===== config.mk =====
export PLATFORM = sky130hd
export DESIGN_NAME = frame_sequencer
export DESIGN_NICKNAME = d
export VERILOG_FILES = /design/src/rtl/frame_sequencer.sv
export SDC_FILE = /design/constraint.sdc
export NUM_CORES = 1
export LEC_CHECK = 0
export BUFFER_PORTS_ARGS = -buffer_cell sky130_fd_sc_hd__buf_2
export CELL_PAD_IN_SITES_DETAIL_PLACEMENT = 0
export CELL_PAD_IN_SITES_GLOBAL_PLACEMENT = 1
export CORE_UTILIZATION = 45
export DETAILED_ROUTE_END_ITERATION = 8
export PLACE_DENSITY_LB_ADDON = 0.08
export SLEW_MARGIN = 10
export SYNTH_ARGS = -nofsm -noshare
export SYNTH_HDL_FRONTEND = slang
export SYNTH_SLANG_ARGS = --single-unit

===== constraint.sdc =====
create_clock -name clk -period 3.4 [get_ports clk]
set_input_delay 0.51 -clock clk [delete_from_list [all_inputs] [get_ports clk]]
set_output_delay 0.51 -clock clk [all_outputs]
set_load 0.02 [all_outputs]

===== src/rtl/frame_sequencer.sv =====
// frame_sequencer: frame timer plus a per-sprite update/plot sequencer.
// At each frame tick it walks sprites 0..N_SPRITES-1. For each sprite it
// strobes pos_en for one cycle, then holds plot_en until plot_done.
// Optional feature macro: FRAME_SEQUENCER_ERASE_EN. It adds an
// erase_en/erase_done handshake (ERASE state) ahead of every UPDATE.
// All outputs are decoded from registered state. plot_done and erase_done
// reach only next-state logic, never an output.
module frame_sequencer #(
  parameter int N_SPRITES   = 4,
  parameter int FRAME_TICKS = 833333,
  localparam int SW = (N_SPRITES > 1) ? $clog2(N_SPRITES) : 1,
  localparam int TW = $clog2(FRAME_TICKS)
) (
  input  logic          clk,
  input  logic          reset,
  input  logic          enable,
  input  logic          plot_done,
`ifdef FRAME_SEQUENCER_ERASE_EN
  input  logic          erase_done,
  output logic          erase_en,
`endif
  output logic          pos_en,
  output logic          plot_en,
  output logic [SW-1:0] sprite_sel,
  output logic          frame_tick,
  output logic          busy,
  output logic          overrun
);

  localparam logic [TW-1:0] TIMER_MAX   = TW'(FRAME_TICKS - 1);
  localparam logic [SW-1:0] LAST_SPRITE = SW'(N_SPRITES - 1);

`ifdef FRAME_SEQUENCER_ERASE_EN
  typedef enum logic [1:0] {
    S_WAIT   = 2'd0,
    S_UPDATE = 2'd1,
    S_PLOT   = 2'd2,
    S_ERASE  = 2'd3
  } state_t;
  // Every sprite starts with an erase pass when the feature is built in
  localparam state_t SPRITE_START = S_ERASE;
`else
  typedef enum logic [1:0] {
    S_WAIT   = 2'd0,
    S_UPDATE = 2'd1,
    S_PLOT   = 2'd2
  } state_t;
  localparam state_t SPRITE_START = S_UPDATE;
`endif

  state_t          r_state;
  state_t          w_next;
  logic [TW-1:0]   r_timer;
  logic [SW-1:0]   r_sel;
  logic            r_overrun;
  logic            w_tick;
  logic            w_plot_ack;
  logic            w_last_sprite;

  // The wrap cycle of the frame timer is the frame tick. It is only seen
  // while enabled, so a disabled sequencer never starts a new frame.
  assign w_tick        = enable && (r_timer == TIMER_MAX);
  assign w_plot_ack    = (r_state == S_PLOT) && plot_done;
  assign w_last_sprite = (r_sel == LAST_SPRITE);

  // Frame timer: free-runs while enabled, wraps at FRAME_TICKS-1, parks at 0 when disabled
  always_ff @(posedge clk or posedge reset) begin
    if (reset) begin
      r_timer <= '0;
    end else if (!enable) begin
      r_timer <= '0;
    end else if (r_timer == TIMER_MAX) begin
      r_timer <= '0;
    end else begin
      r_timer <= r_timer + TW'(1);
    end
  end

  // State register
  always_ff @(posedge clk or posedge reset) begin
    if (reset) begin
      r_state <= S_WAIT;
    end else begin
      r_state <= w_next;
    end
  end

  // Next-state logic. Ticks are only honoured in WAIT. A tick that lands
  // mid-frame, including on the final acknowledge, is dropped here.
  always_comb begin
    w_next = r_state;
    case (r_state)
      S_WAIT: begin
        if (w_tick) begin
          w_next = SPRITE_START;
        end
      end
`ifdef FRAME_SEQUENCER_ERASE_EN
      S_ERASE: begin
        if (erase_done) begin
          w_next = S_UPDATE;
        end
      end
`endif
      S_UPDATE: begin
        w_next = S_PLOT;
      end
      S_PLOT: begin
        if (plot_done) begin
          w_next = w_last_sprite ? S_WAIT : SPRITE_START;
        end
      end
      default: begin
        w_next = S_WAIT;
      end
    endcase
  end

  // Sprite index moves only on a plot acknowledge. It wraps to 0 after the last sprite.
  always_ff @(posedge clk or posedge reset) begin
    if (reset) begin
      r_sel <= '0;
    end else if (w_plot_ack) begin
      r_sel <= w_last_sprite ? '0 : (r_sel + SW'(1));
    end
  end

  // Sticky overrun: a frame tick seen while a frame is still in progress
  always_ff @(posedge clk or posedge reset) begin
    if (reset) begin
      r_overrun <= 1'b0;
    end else if (w_tick && (r_state != S_WAIT)) begin
      r_overrun <= 1'b1;
    end
  end

  // Output decode from the registered state only
  always_comb begin
    pos_en  = (r_state == S_UPDATE);
    plot_en = (r_state == S_PLOT);
    busy    = (r_state != S_WAIT);
`ifdef FRAME_SEQUENCER_ERASE_EN
    erase_en = (r_state == S_ERASE);
`endif
  end

  assign sprite_sel = r_sel;
  assign frame_tick = w_tick;
  assign overrun    = r_overrun;

endmodule


# Yosys cells after proc, flatten, opt, wreduce, memory -nomap -nowiden
# Cells that the tools add are included.
op_classes:
  eq_ne: 6
  n_reduce_logical: 6
  addsub: 2
  muxes: 7
ops:
  columns: ["operator", "n"]
  rows:
  - ["2-to-1 mux 20 bit", 2]
  - ["adder 20 x 1 -> 20 bit, second input constant", 1]
  - ["equality test 20 bit, second input constant", 1]
  - ["2-to-1 mux 2 bit", 3]
  - ["case mux 2 bit (3 select lines)", 1]
  - ["equality test 2 bit, second input constant", 2]
  - ["!= test 2 bit, second input constant", 2]
  - ["logical AND 1 bit", 3]
  - ["adder 2 x 1 -> 2 bit, second input constant", 1]
  - ["equality test 2 x 1 -> 1 bit, second input constant", 1]
  - ["zero test 2 bit", 1]
  - ["AND reduction 2 bit", 1]
  - ["nonzero test 2 bit", 1]
  - ["2-to-1 mux 1 bit", 1]
totals:
  regBits: 25
  output_inout_bits: 7

# Depth between registers and ports, before layout
# Gate-level depths: netlist of run 1.
logic_depth:
  word_depth: 4
  depth_mapped: 7

# Least setup slack after synthesis of run 1
# OpenSTA, ideal clock, no wires.
synth_timing:
  path_kind: "register -> output"
  from: "reg r_timer[17]"
  to: "out frame_tick"
  required_time_ns: 2.890
  path_stages_with_launch: 4
  path_slack_ns: 1.657
  arrival_time_ns: 1.233
  n_path_buf: 0
  path_cell_list: "dfrtp_1 nand4b_1 nor4b_1 and3_1"
synth_via:
  elab_chain_len: 2
synth_lines:
  columns: ["element", "line", "text"]
  rows:
  - ["start: declaration", "53", "logic [TW-1:0] r_timer;"]
  - ["start signal: assignment", "75", "r_timer <= r_timer + TW'(1);"]
  - ["equality test 20 bit", "62", "assign w_tick = enable && (r_timer == TIMER_MAX);"]
  - ["logical AND 1 bit", "62", null]
  - ["end: declaration", "25", "output logic frame_tick,"]
# No other way between the ends.

# Final worst setup path of run 1
# Ends and elaborated chain as after synthesis.

==> results.md, run 1 <==
* EDFF count, synth at 0
* GP Congestion at 0.768
* Post-CTS Setup Bufs at 0
* Top-Level Pins at 11
* Yosys cell types at 33
* Core Footprint at 2590 um^2
* Post-place setup slack at 1500 ps
* Die Wd at 55.3 um
* Worst-path clk slew at 140 ps
* Worst EP arrival at 1750 ps
* Max IR drop VDD at 268 uV
* Critical Path RT at 2890 ps
* Crit Path Category: reg2out
* Avg Cell Area, Syn at 9.83 um^2
* Pwr dens at 334 nW/um^2
* Dpl cell area at 1350 um^2
* Cell row count at 18
* Cells after Synth at 130
* Sequential area share after synthesis at 49.0%
* Grt ovf at 0
* Initial DRC Count at 33
* CTS buffer count at 3
* Clock sink count at 25
* Clock power frac at 29.5%
* Hold WC Path Type: in2async
* Sw Ratio at 23.4%
* Max-slew headroom at 36.9%
* Max-cap viol count at 0
* Fmax at 0.442 GHz
* Antenna-violating nets left at 0
* Synth Flop Type: dfrtp_1
* Combinational power share at 4.4%
* DR WL/cell at 13.9 um
* HPWL after DPL at 1.71 mm
* GR Util All Layers at 17.6%
* Diode count at 0
* Hold Buf Count CTS at 0
* Final Skew at 7.14 ps
* Crit-path max FO at 5
* Clk buf depth at 2
* Drt total wl at 2.37 mm
* Initial antenna violation count at 0
* Post-synth net total at 137
* PortBufs at 10
* Worst Setup End Kind: primary output
* Min Clock Period, post-route at 2260 ps
* Total number of vias at 956
* Largest net degree at the start of global routing at 26
* Non-Filler Instances at 170
* Share of cells above drive strength 1 at 15.0%
* Final setup TNS at 0 ps
* Final setup margin at 1140 ps
* Final hold violations at 0
* H-tree Lvls at 1
* Die area at 3060 um^2
* Die Y at 55.3 um
* Leak pwr at 0.628 nW
* Clock latency at the later pin of the worst-skew pair at 320 ps
* FFs w/ async S/R, synth at 100%
* Final Cell Area at 1380 um^2
* Final net count at 148
* YS warnings at 0
* Initial DRT Pass Iterations at 4
* Effective utilization at floorplan at 49.3%
* Part of the cycle the worst path needs at 66.5%
* Status: finished clean
* Clock root buffer master: clkbuf_4
* Final setup fails at 0
* Syn-to-layout area delta at 7.64%
* Power share of the sequential group at 66.1%
* NetSw at 108 uW
* TritonCTS clock tree: done
* Netlist Area Pre-Place at 1280 um^2
* Dpl cells at 166
* Avg Vias per Cell at 5.62
* First-pass GRT wire length at 4.31 mm
* Crit start category: register
* Synth Register Bits at 25
* Fin. max-slew vios at 0
* Internal power at 352 uW
* Residual DRC at 0
* Vias in the first global route at 935
* Unrepaired setup endpoints after global routing: false
* Post-cts sizing count at 0
* Slew @ Worst Pin at 946 ps
## state kept, by name, indices dropped and copies added (netlist names)
| register | count |
|---|---|
| overrun | 1 |
| r_state | 2 |
| r_timer | 20 |
| sprite_sel | 2 |
## critical path: stages (launching register included)
cell,delay [ps]
dfrtp_1,440
nand4b_1,180
nor4b_1,430
and3_1,220
buf_2,160
## metal layers
layer / share of wire, % / vias up / global-route usage (%)
li1: - / 478 / -
met5: 0 / - / 0
met4: 1.6 / 0 / 6.43
met2: 46 / 22 / 27.7
met3: 4.4 / 5 / 2.11
met1: 48 / 451 / 25.1
## layout make-up
type / instances / area (um^2)
multi-input combinational: 92 / 602
fill: 252 / 1210
tap: 30 / 37.5
clock buffer: 4 / 26.3
timing repair buffer: 10 / 50.0
inverter: 9 / 33.8
sequential: 25 / 626
## per-stage QoR
| step | util (%) | power [mW] | hold slack (ps) |
|---|---|---|---|
| final | 53.1 | 0.460 | 371 |
| after global routing | 53.1 | 0.477 | 460 |
| after CTS | 53.1 | 0.466 | 422 |
| after detailed placement | 52.1 | 0.331 | 457 |
| after global placement | 52.1 | 0.330 | 449 |
| after floorplan | - | 0.324 | 468 |
## synth_stat cells, types with 3 or more instances
cell type	count	share of area, %
xor2_1	5	3.4
ha_1	3	2.9
dfrtp_1	25	49
nor2_1	19	5.6
or3_1	3	1.5
clkbuf_1	3	0.88
nor4_1	3	1.5
xnor2_1	8	5.5
nand3_1	7	2.7
and3_1	3	1.5
a21oi_1	5	2.0
nand2_1	5	1.5
inv_1	9	2.6
nand4_1	4	2.0
## cell families (layout without fill, tap and decap cells)
logic type	Yosys count	count (layout)	synth area share, %
compound gates	14	14	7.35
xor+xnor	13	13	8.91
fa+ha+maj	3	3	2.94
buf+inv	13	23	3.92
flops	25	25	49.0
mux	2	2	1.76
simple gates	60	60	26.2
## final timing paths
check                            start           to  slack (ps)  depth (start not counted)
max                        r_timer[17]   frame_tick        1140                          4
min                              reset  r_timer[14]         370                          2
max reg2reg                 r_timer[0]  r_timer[18]        1490                          5
min reg2reg                    overrun      overrun         480                          1
max in group asynchronous        reset   r_timer[0]        2450                          2
min in group clk                enable      overrun         460                          2
## power groups by stage
stage               Combinational, mW  Sequential, mW  Clock (mW)
finish                         0.0202           0.304       0.136
global route                   0.0242           0.305       0.148
CTS                            0.0211           0.304       0.142
detailed placement             0.0211           0.309           0
global placement               0.0204           0.309           0
floorplan                      0.0147           0.309           0
## layout by cell type, fill, tap and decap left out, types with 2 or more instances in the layout
master and count:
ha_1 3, a21oi_1 5, nor3_1 2, or4_1 2, dfrtp_1 25, a31o_2 2, o21ai_0 2, nand4_1 4
buf_2 10, nor4_1 3, or3_2 2, nor2_1 19, o31ai_1 2, clkbuf_4 3, nor2b_1 2, nand4b_1 2
inv_1 9, nand3_1 7, and3_1 3, or3_1 3, nand2_1 5, mux2_2 2, xor2_1 5, xnor2_1 8
Power figures use the tool's default switching activity.
==> run 2, diff against run 1 <==
--- a/config.mk
+++ b/config.mk
@@ -5,10 +5,11 @@
 export SDC_FILE = /design/constraint.sdc
 export NUM_CORES = 1
 export LEC_CHECK = 0
+export ABC_AREA = 1
 export BUFFER_PORTS_ARGS = -buffer_cell sky130_fd_sc_hd__buf_2
 export CELL_PAD_IN_SITES_DETAIL_PLACEMENT = 0
 export CELL_PAD_IN_SITES_GLOBAL_PLACEMENT = 1
-export CORE_UTILIZATION = 45
+export CORE_UTILIZATION = 43
 export DETAILED_ROUTE_END_ITERATION = 8
 export PLACE_DENSITY_LB_ADDON = 0.08
 export SLEW_MARGIN = 10
==> constraint.sdc (replaced) <==
create_clock -name clk -period 2.3 [get_ports clk]
set_input_delay 0.345 -clock clk [delete_from_list [all_inputs] [get_ports clk]]
set_output_delay 0.345 -clock clk [all_outputs]
set_load 0.02 [all_outputs]
==> results.md, run 2 <==
* Commonest cells in the synthesized netlist: 42 x nor2_1, 39 x nand2_1, 25 x dfrtp_1
* Effective utilization at floorplan at 46.1%
* Vias in the first global route at 1091
* Initial DRT Pass Iterations at 4
* H-tree Lvls at 1
* Crit start category: register
* Netlist Area Pre-Place at 1440 um^2
* FFs w/ async S/R, synth at 100%
* Avg Cell Area, Syn at 7.76 um^2
* DR WL/cell at 11.4 um
* Synth Register Bits at 25
* Fin. max-slew vios at 0
* Slowest-stage cell, CP: dfrtp_1
* Cells after Synth at 186
* Largest net degree at the start of global routing at 26
* Syn-to-layout area delta at 9.63%
* Clock root buffer master: clkbuf_4
* HPWL after DPL at 2.18 mm
* Grt ovf at 0
* Final Skew at 11.9 ps
* Critical Path Max Stage Delay at 440 ps
* Final Cell Area at 1580 um^2
* Sequential area share after synthesis at 43.4%
* Clock latency at the later pin of the worst-skew pair at 320 ps
* Worst EP arrival at 1720 ps
* Avg Vias per Cell at 4.74
* Share of cells above drive strength 1 at 17.9%
* Clk buf depth at 2
* CP most frequent cell: inv_1
* Initial antenna violation count at 0
* Max reg flops at 20
* Final setup fails at 0
* TritonCTS clock tree: done
* Fmax at 0.484 GHz
* Unrepaired setup endpoints after global routing: false
* Reg with most FFs: r_timer
* Final hold violations at 0
* Post-CTS Setup Bufs at 0
* CTS buffer count at 3
* Hold WC Path Type: in2async
* Final setup TNS at 0 ps
* Most frequent cell after synthesis: nor2_1
* Pwr dens at 521 nW/um^2
* Worst-path clk slew at 140 ps
* Crit-path max FO at 4
* Crit Path Category: reg2out
* Max-cap viol count at 0
* Hold WS at 44.9 ps
* Slew @ Worst Pin at 332 ps
* Part of the cycle the worst path needs at 89.8%
* First-pass GRT wire length at 4.76 mm
* Post-synth net total at 193
* Commonest non-fill, non-tap cells in the layout: 42 x nor2_1, 39 x nand2_1, 25 x dfrtp_1
* Yosys cell types at 26
* Max IR drop VDD at 231 uV
* Initial DRC Count at 74
* Drt total wl at 2.80 mm
* Die area at 3590 um^2
* GR Util All Layers at 18.0%
* Clock sink count at 25
* Design Power at 823 uW
* Antenna-violating nets left at 0
* Leak pwr at 0.714 nW
* GP Congestion at 0.810
* Worst Setup End Kind: primary output
* Post-cts sizing count at 0
* PortBufs at 10
* Die Wd at 59.9 um
* Max-slew headroom at 77.8%
* Hold Buf Count CTS at 0
* Dpl cell area at 1560 um^2
* Min Clock Period, post-route at 2060 ps
* Diode count at 0
* Synth Flop Type: dfrtp_1
* Cell accounting for the most synthesized area: dfrtp_1
* Die Y at 59.9 um
* Critical Path RT at 1960 ps
* Final net count at 209
* Top-Level Pins at 11
* Core Footprint at 3130 um^2
* Residual DRC at 0
* Commonest non-fill, non-tap cell in the layout: nor2_1
* Synth area leaders: dfrtp_1 43%, nor2_1 11%, nand2_1 10%, inv_1 5.7%, xor2_1 3.6%
* Post-synth top area share at 43.4%
* CP Cell Sequence: inv_1 > ha_1 > nand2_1 > nor2_1 > nand3_2 > nor2_2 > nand2_2 > inv_1 > buf_2
* Final core utilization at 50.6%
* EDFF count, synth at 0
* Status: finished clean
* Cell row count at 20
* YS warnings at 0
* Total number of vias at 1162
-- run 2: cell type report --
cell class / instances / area, um^2
Fill cell: 316 / 1550
Multi-Input combinational cell: 137 / 727
Sequential cell: 25 / 626
Inverter: 24 / 90.1
Timing Repair Buffer: 11 / 57.6
Tap cell: 44 / 55.1
Clock buffer: 4 / 26.3
-- run 2: report_power, final --
part / total (mW) / internal (mW) / leakage [nW] / switching, mW
clock: 0.202 / 0.0678 / 0.0150 / 0.134
sequential: 0.486 / 0.465 / 0.343 / 0.0218
combinational: 0.135 / 0.0483 / 0.356 / 0.0869
total: 0.823 / 0.581 / 0.714 / 0.243
-- run 2: through the flow --
| stage | setup slack [ps] | instances |
|---|---|---|
| 6_report | 235 | 245 |
| 5_1_grt | 66.1 | 245 |
| 4_1_cts | 210 | 245 |
| 3_5_place_dp | 589 | 241 |
| 3_3_place_gp | 610 | 241 |
| 2_1_floorplan | 715 | 186 |
-- run 2: worst paths after layout --
check	startpoint	endpoint	slack, ps	depth (start not counted)
worst max-delay path	r_timer[0]	frame_tick	240	9
worst min-delay path	reset	r_timer[7]	40	3
worst max register to register	r_timer[0]	r_timer[2]	860	7
worst min register to register	overrun	overrun	490	1
max in group asynchronous	reset	overrun	2000	3
min in group clk	plot_done	r_state[1]	210	2
-- run 2: cells by family after synthesis --
group           Yosys count  synth area share, %
simple gates            111                 35.3
flops                    25                 43.4
buf+inv                  24                 6.24
compound gates           14                 6.85
xor+xnor                  8                 4.86
fa+ha+maj                 3                 2.60
mux                       1                0.781
-- run 2: worst max-delay path, delay by kind of cell (launching register included) --
kind	cells	cell delay [ps]
DFF	1	440
adders and majority gates	1	160
buffers and inverters	3	270
and+or+nand+nor	5	540
-- run 2: per-layer routing --
layer	wire length, um	global-route usage (%)	part of all wire [%]
met4	67	7.31	2.4
met5	0	0	0
met2	1220	27.9	44
met3	111	2.38	4.0
met1	1400	25.2	50
